$ cat config.mk
export PLATFORM = sky130hd
export DESIGN_NAME = encrypt_pipe_rotate
export DESIGN_NICKNAME = d
export VERILOG_FILES = /design/src/rtl/encrypt_pipe_rotate.sv
export SDC_FILE = /design/constraint.sdc
export NUM_CORES = 1
export LEC_CHECK = 0
export CAP_MARGIN = 10
export CORE_UTILIZATION = 50
export CTS_BUF_LIST = sky130_fd_sc_hd__clkbuf_4
export CTS_CLUSTER_DIAMETER = 200
export DETAILED_ROUTE_END_ITERATION = 7
export PLACE_DENSITY = 0.75
export SLEW_MARGIN = 20
export SYNTH_ARGS = -nofsm -noshare
export SYNTH_HDL_FRONTEND = slang
export SYNTH_SLANG_ARGS = --single-unit
$ cat constraint.sdc
create_clock -name clk -period 12.5 [get_ports clk]
set_clock_uncertainty 0.05 [all_clocks]
set_input_delay 1.875 -clock clk [delete_from_list [all_inputs] [get_ports clk]]
set_output_delay 1.875 -clock clk [all_outputs]
set_load 0.01 [all_outputs]
$ cat src/rtl/encrypt_pipe_rotate.sv
// Rotation stage of the encrypt/decrypt pipeline.
// Applies a three-rotor, odometer-stepped Caesar shift to alphabetic characters.
// Case is preserved. All other bytes pass through unchanged.
// Timing: input accepted at edge N -> stage-1 bank at N, stage-2 bank at N+1, dout/en_out at N+2.
module encrypt_pipe_rotate (
    input  logic        clk,
    input  logic        rst,
    input  logic        en,
    input  logic [7:0]  k1,
    input  logic [7:0]  k2,
    input  logic [7:0]  k3,
    input  logic [2:0]  rot_freq,
    input  logic        shift_en,
    input  logic        shift_amt,
    input  logic        mode,
    input  logic        is_alpha_upper_case,
    input  logic        is_alpha_low_case,
    input  logic [31:0] extended_shift_data,
    output logic [7:0]  dout,
    output logic        en_out
);

    // Reduce an 8-bit value mod 26 by repeated compare/subtract (at most 9 steps for 255).
    function automatic logic [4:0] mod26(input logic [7:0] v);
        logic [7:0] t;
        t = v;
        for (int i = 0; i < 9; i++) begin
            if (t >= 8'd26) t = t - 8'd26;
        end
        return t[4:0];
    endfunction

    logic [4:0] r1, r2, r3;
    logic [2:0] cnt;

    logic [4:0] s1_idx;
    logic       s1_upper;
    logic [7:0] s1_byte;
    logic       s1_mode;
    logic [4:0] s1_shift;
    logic       s1_rot;
    logic       s1_valid;

    logic [7:0] s2_byte;
    logic       s2_valid;

    logic       alpha;
    logic       do_step;
    logic [7:0] shift_sum;
    logic [4:0] shift_now;

    logic [4:0] r1_d, r2_d, r3_d;
    logic [2:0] cnt_d;
    logic [5:0] r1_inc;

    logic [5:0] add_v, sub_v;
    logic [4:0] new_idx;
    logic [7:0] rot_byte;

    logic       unused_bits;
    assign unused_bits = ^extended_shift_data[31:13];

    assign alpha   = en & (is_alpha_upper_case | is_alpha_low_case);
    assign do_step = alpha & shift_en;

    // Shift for the current character, from the rotor values held before its own step.
    always_comb begin
        shift_sum = {3'b000, mod26(k1)} + {3'b000, mod26(k2)} + {3'b000, mod26(k3)}
                  + {3'b000, r1} + {3'b000, r2} + {3'b000, r3};
        shift_now = mod26(shift_sum);
    end

    // Odometer next-state: cnt gates r1 steps; r1 carries into r2, r2 into r3.
    always_comb begin
        r1_d   = r1;
        r2_d   = r2;
        r3_d   = r3;
        cnt_d  = cnt;
        r1_inc = {1'b0, r1} + (shift_amt ? 6'd2 : 6'd1);
        if (do_step) begin
            if (cnt >= rot_freq) begin
                cnt_d = 3'd0;
                if (r1_inc >= 6'd26) begin
                    r1_d = 5'(r1_inc - 6'd26);
                    if (r2 == 5'd25) begin
                        r2_d = 5'd0;
                        r3_d = (r3 == 5'd25) ? 5'd0 : r3 + 5'd1;
                    end else begin
                        r2_d = r2 + 5'd1;
                    end
                end else begin
                    r1_d = r1_inc[4:0];
                end
            end else begin
                cnt_d = cnt + 3'd1;
            end
        end
    end

    // Rotor and step-counter state.
    always_ff @(posedge clk or negedge rst) begin
        if (!rst) begin
            r1  <= 5'd0;
            r2  <= 5'd0;
            r3  <= 5'd0;
            cnt <= 3'd0;
        end else begin
            r1  <= r1_d;
            r2  <= r2_d;
            r3  <= r3_d;
            cnt <= cnt_d;
        end
    end

    // Stage-1 bank: capture the character, its case, direction and shift.
    always_ff @(posedge clk or negedge rst) begin
        if (!rst) begin
            s1_idx   <= 5'd0;
            s1_upper <= 1'b0;
            s1_byte  <= 8'h00;
            s1_mode  <= 1'b0;
            s1_shift <= 5'd0;
            s1_rot   <= 1'b0;
            s1_valid <= 1'b0;
        end else begin
            s1_idx   <= extended_shift_data[12:8];
            s1_upper <= is_alpha_upper_case;
            s1_byte  <= extended_shift_data[7:0];
            s1_mode  <= mode;
            s1_shift <= shift_now;
            s1_rot   <= do_step;
            s1_valid <= en;
        end
    end

    // Modular add/subtract with a single +/-26 correction, then re-encode as ASCII.
    always_comb begin
        add_v = {1'b0, s1_idx} + {1'b0, s1_shift};
        if (add_v >= 6'd26) add_v = add_v - 6'd26;
        sub_v = {1'b0, s1_idx} - {1'b0, s1_shift};
        if (s1_idx < s1_shift) sub_v = sub_v + 6'd26;
        new_idx  = s1_mode ? add_v[4:0] : sub_v[4:0];
        rot_byte = s1_rot ? ({3'b000, new_idx} + (s1_upper ? 8'h41 : 8'h61)) : s1_byte;
    end

    // Stage-2 bank: hold the processed byte and its valid.
    always_ff @(posedge clk or negedge rst) begin
        if (!rst) begin
            s2_byte  <= 8'h00;
            s2_valid <= 1'b0;
        end else begin
            s2_valid <= s1_valid;
            if (s1_valid) s2_byte <= rot_byte;
        end
    end

    // Output register; dout holds its last value across bubbles.
    always_ff @(posedge clk or negedge rst) begin
        if (!rst) begin
            dout   <= 8'h00;
            en_out <= 1'b0;
        end else begin
            en_out <= s2_valid;
            if (s2_valid) dout <= s2_byte;
        end
    end

endmodule

==> run_results.csv <==
group,metric,value,unit
floorplanning,initial_core_utilization,0.5147,
worst_setup_path,setup.worst_path.end_class,"flop",
clock_tree,hold_buffer_count_at_cts,0,
clock_tree,clkTransAtPathRegs,100,ps
timing,number_of_hold_slack_violations_in_the_final_timing_report,0,
timing,max_freq,56.98,MHz
synth,yosysMostFrequentCell,"sky130_fd_sc_hd__nor2_1",
timing,fin_crit,17550,ps
floorplanning,die_width,155.4,um
timing,count_of_endpoints_failing_setup_in_the_final_report,4,
synth,synthesis.nets,1754,
grt,grt_remaining_overflow,0,
clock_tree,cts_sinks,58,
min_path,hp-class,"flop to flop",
clock_tree,clock_insertion_delay_worst_skew,440,ps
run,drv_cap,0,
synth,synthFlopType,"sky130_fd_sc_hd__dfrtp_1",
cells_and_area,layout-area-overhead-vs-synth,60.67,%
synth,synth_xor_area_frac,0.06757,
clock_tree,cts-root-buf,"sky130_fd_sc_hd__clkbuf_4",
worst_setup_path,worst_path_largest_cell_delay,520,ps
synth,synth_common_cells,"sky130_fd_sc_hd__nor2_1, sky130_fd_sc_hd__a21oi_1, sky130_fd_sc_hd__nand2_1",
synth,synthSimpleGateAreaFrac,0.2519,
synth,yosysWarnings,0,
route,drtPass1Iterations,8,
synth,synth.area.top_cells,"sky130_fd_sc_hd__dfrtp_1, sky130_fd_sc_hd__ha_1, sky130_fd_sc_hd__a21oi_1",
grt,grt_max_degree,59,
floorplanning,dieArea,0.02414,mm^2
worst_setup_path,critical_path.slowest_cell,"sky130_fd_sc_hd__fa_1",
floorplanning,fp.dieH,155.4,um
synth,synth_compound_gate_area_share,0.3670,
floorplanning,placementRows,55,
placement,io_buffer_count,56,
grt,antenna_violations_before_repair,0,
placement,place_hpwl,32010,um
route,drt_iter0_markers,1874,
worst_setup_path,r2r_cells,37,
synth,synth-adder-area-share,0.09874,
placement,pre_cts_setup_slack,-5794,ps
route,via_count,16570,
synth,synth_mux_area_frac,0.04469,
timing,final_min_period_over_clock_period,1.404,
floorplanning,design.portCount,76,
worst_setup_path,path_class,"primary input to flop",
clock_tree,cts_max_path_buffers,2,
timing,tightest_slew,711.1,ps
min_path,worstHoldPathCells,1,
route,wl_per_cell,18.58,um
outcome,outcome,"finished, violations left",
synth,synth_cell_types,114,
timing,timing.slew.headroom,0.5259,
timing,rsz0062_at_grt,"yes",
route,residual_drc,0,
synth,dominant_combinational_cell_family_by_area_after_synthesis,"compound AO/OA/AOI/OAI gates",
worst_setup_path,cp_data_required_time,12780,ps
clock_tree,cts_htree_levels,3,
synth,netlist.area_leader.share,0.1234,
synth,post_synth.cell_area_avg,7.313,um^2
placement,place_congestion,0.9835,
grt,grt_pass1_wl,73680,um
grt,grt_use_total,0.3633,
clock_tree,clock_tree_from_tritoncts,"done",
floorplanning,core-area,0.02285,mm^2
cells_and_area,layout-drive-gt1-share,0.4106,
worst_setup_path,arrival,17830,ps
synth,sequential_cell_area_fraction_in_the_yosys_report,0.1234,
synth,synth_top_cell_by_area,"sky130_fd_sc_hd__dfrtp_1",
clock_tree,total_cts_buffers,9,
grt,vias_in_the_first_global_route,16210,
cells_and_area,antennaDiodeCount,0,
synth,synth_async_sr_flop_share,1.000,
synth,mapped_cells,1608,
synth,synth_edf_count,0,
synth,synthesis.area,0.01176,mm^2
cells_and_area,finalNetCount,2433,
timing,setup_slack,-5050,ps
route,detailed_route_wire_length,48400,um
synth,synth.ff_latch_count,58,
timing,timing_max_transition_violations_final,0,
timing,fin_setup_tns,-20040,ps
route,ant_nets,0,
outcome,failed_checks,"negative setup slack",
worst_setup_path,crit_path_max_fanout,7,
worst_setup_path,startpoint_type,"primary input",
route,avgViaCountPerCell,6.359,
-- cell usage in the layout, fill, tap and decap left out, types with 27 or more instances in the layout --
master and n:
sky130_fd_sc_hd__a31oi_1 27, sky130_fd_sc_hd__a21oi_1 116, sky130_fd_sc_hd__nor2_1 140, sky130_fd_sc_hd__buf_4 642, sky130_fd_sc_hd__a21o_1 34, sky130_fd_sc_hd__clkdlybuf4s50_1 47, sky130_fd_sc_hd__ha_1 40, sky130_fd_sc_hd__dfrtp_1 58
sky130_fd_sc_hd__o21ai_0 85, sky130_fd_sc_hd__xnor2_1 54, sky130_fd_sc_hd__nor3_1 57, sky130_fd_sc_hd__nand3_1 54, sky130_fd_sc_hd__inv_1 78, sky130_fd_sc_hd__o211ai_1 37, sky130_fd_sc_hd__nand2_1 123
-- final timing paths --
check	startpoint	to	slack (ps)
setup reg to reg	r1[2]$_DFFE_PN0P_	s1_shift[3]$_DFF_PN0_	3370
hold reg to reg	s2_byte[2]$_DFFE_PN0P_	s2_byte[2]$_DFFE_PN0P_	470
setup / recovery	k3[1]	s1_shift[3]$_DFF_PN0_	-5050
max in group asynchronous	rst	s1_idx[3]$_DFF_PN0_	10410
hold / removal	s2_byte[2]$_DFFE_PN0P_	s2_byte[2]$_DFFE_PN0P_	470
min in group asynchronous	rst	r3[2]$_DFFE_PN0P_	1520
-- flip-flops by register name (all words and copies together), names as in the netlist --
| register | cells |
|---|---|
| dout | 8 |
| s1_byte | 8 |
| s2_byte | 8 |
| r1 | 5 |
| r2 | 5 |
| r3 | 5 |
| s1_idx | 5 |
| s1_shift | 5 |
| cnt | 3 |
| en_out | 1 |
| s1_mode | 1 |
| s1_rot | 1 |
| s1_upper | 1 |
| s1_valid | 1 |
| s2_valid | 1 |
-- timing repair --
item,in CTS,in global routing
setup endpoints to repair,4,4
hold endpoints to repair,0,0
resized for setup,95,55
pin swaps,67,45
gates cloned,2,1
buffers inserted,50,18
-- critical path, delay by kind of cell --
kind / cells / cell delay [ps]
compound gates: 33 / 7190
fa+ha+maj: 13 / 3400
simple gates: 20 / 2470
xor+xnor: 6 / 1160
buf+inv: 8 / 900
mux: 3 / 830
-- area by class of cell --
type                       instances  area [um^2]
clock inverter                     7        93.84
clock buffer                       9        67.56
inverter                          92        352.8
fill                            1318         3954
tap                              313        391.6
multi-input combinational       1415        11010
timing repair buffer             711         5523
sequential                        58         1451
-- stage by stage --
stage / cell area [um^2] / hold WS (ps) / cells / util
after floorplan: 12470 / 301.9 / 1608 / -
final: 18890 / 470.9 / 2605 / 0.8269
after global routing: 18890 / 498.2 / 2605 / 0.8269
after global placement: 17610 / 429.0 / 2518 / 0.7709
after CTS: 18510 / 459.5 / 2586 / 0.8103
after detailed placement: 17610 / 438.2 / 2518 / 0.7709
-- layer usage --
metal  vias to the layer above  wire [um]  GRT usage  share of wire
met5                         -          0          0              0
met2                       975      23600     0.6699           0.49
li1                       7470          -          -              -
met4                         0       2799     0.1695          0.058
met1                      7785      18770     0.4162           0.39
met3                       335       3232    0.04262          0.067
-- cell families (layout without fill, tap and decap cells) --
group                      after synthesis  count (layout)
DFF                                     58              58
muxes                                   49              49
buffers and inverters                  137             819
adders and majority gates               79              79
xor gates and xnor gates                89              89
and+or+nand+nor                        594             594
AOI/OAI and AO/OA                      602             604
Power is not shown: default switching activity piles up to over one toggle a cycle in this logic, so the estimate is an artifact.
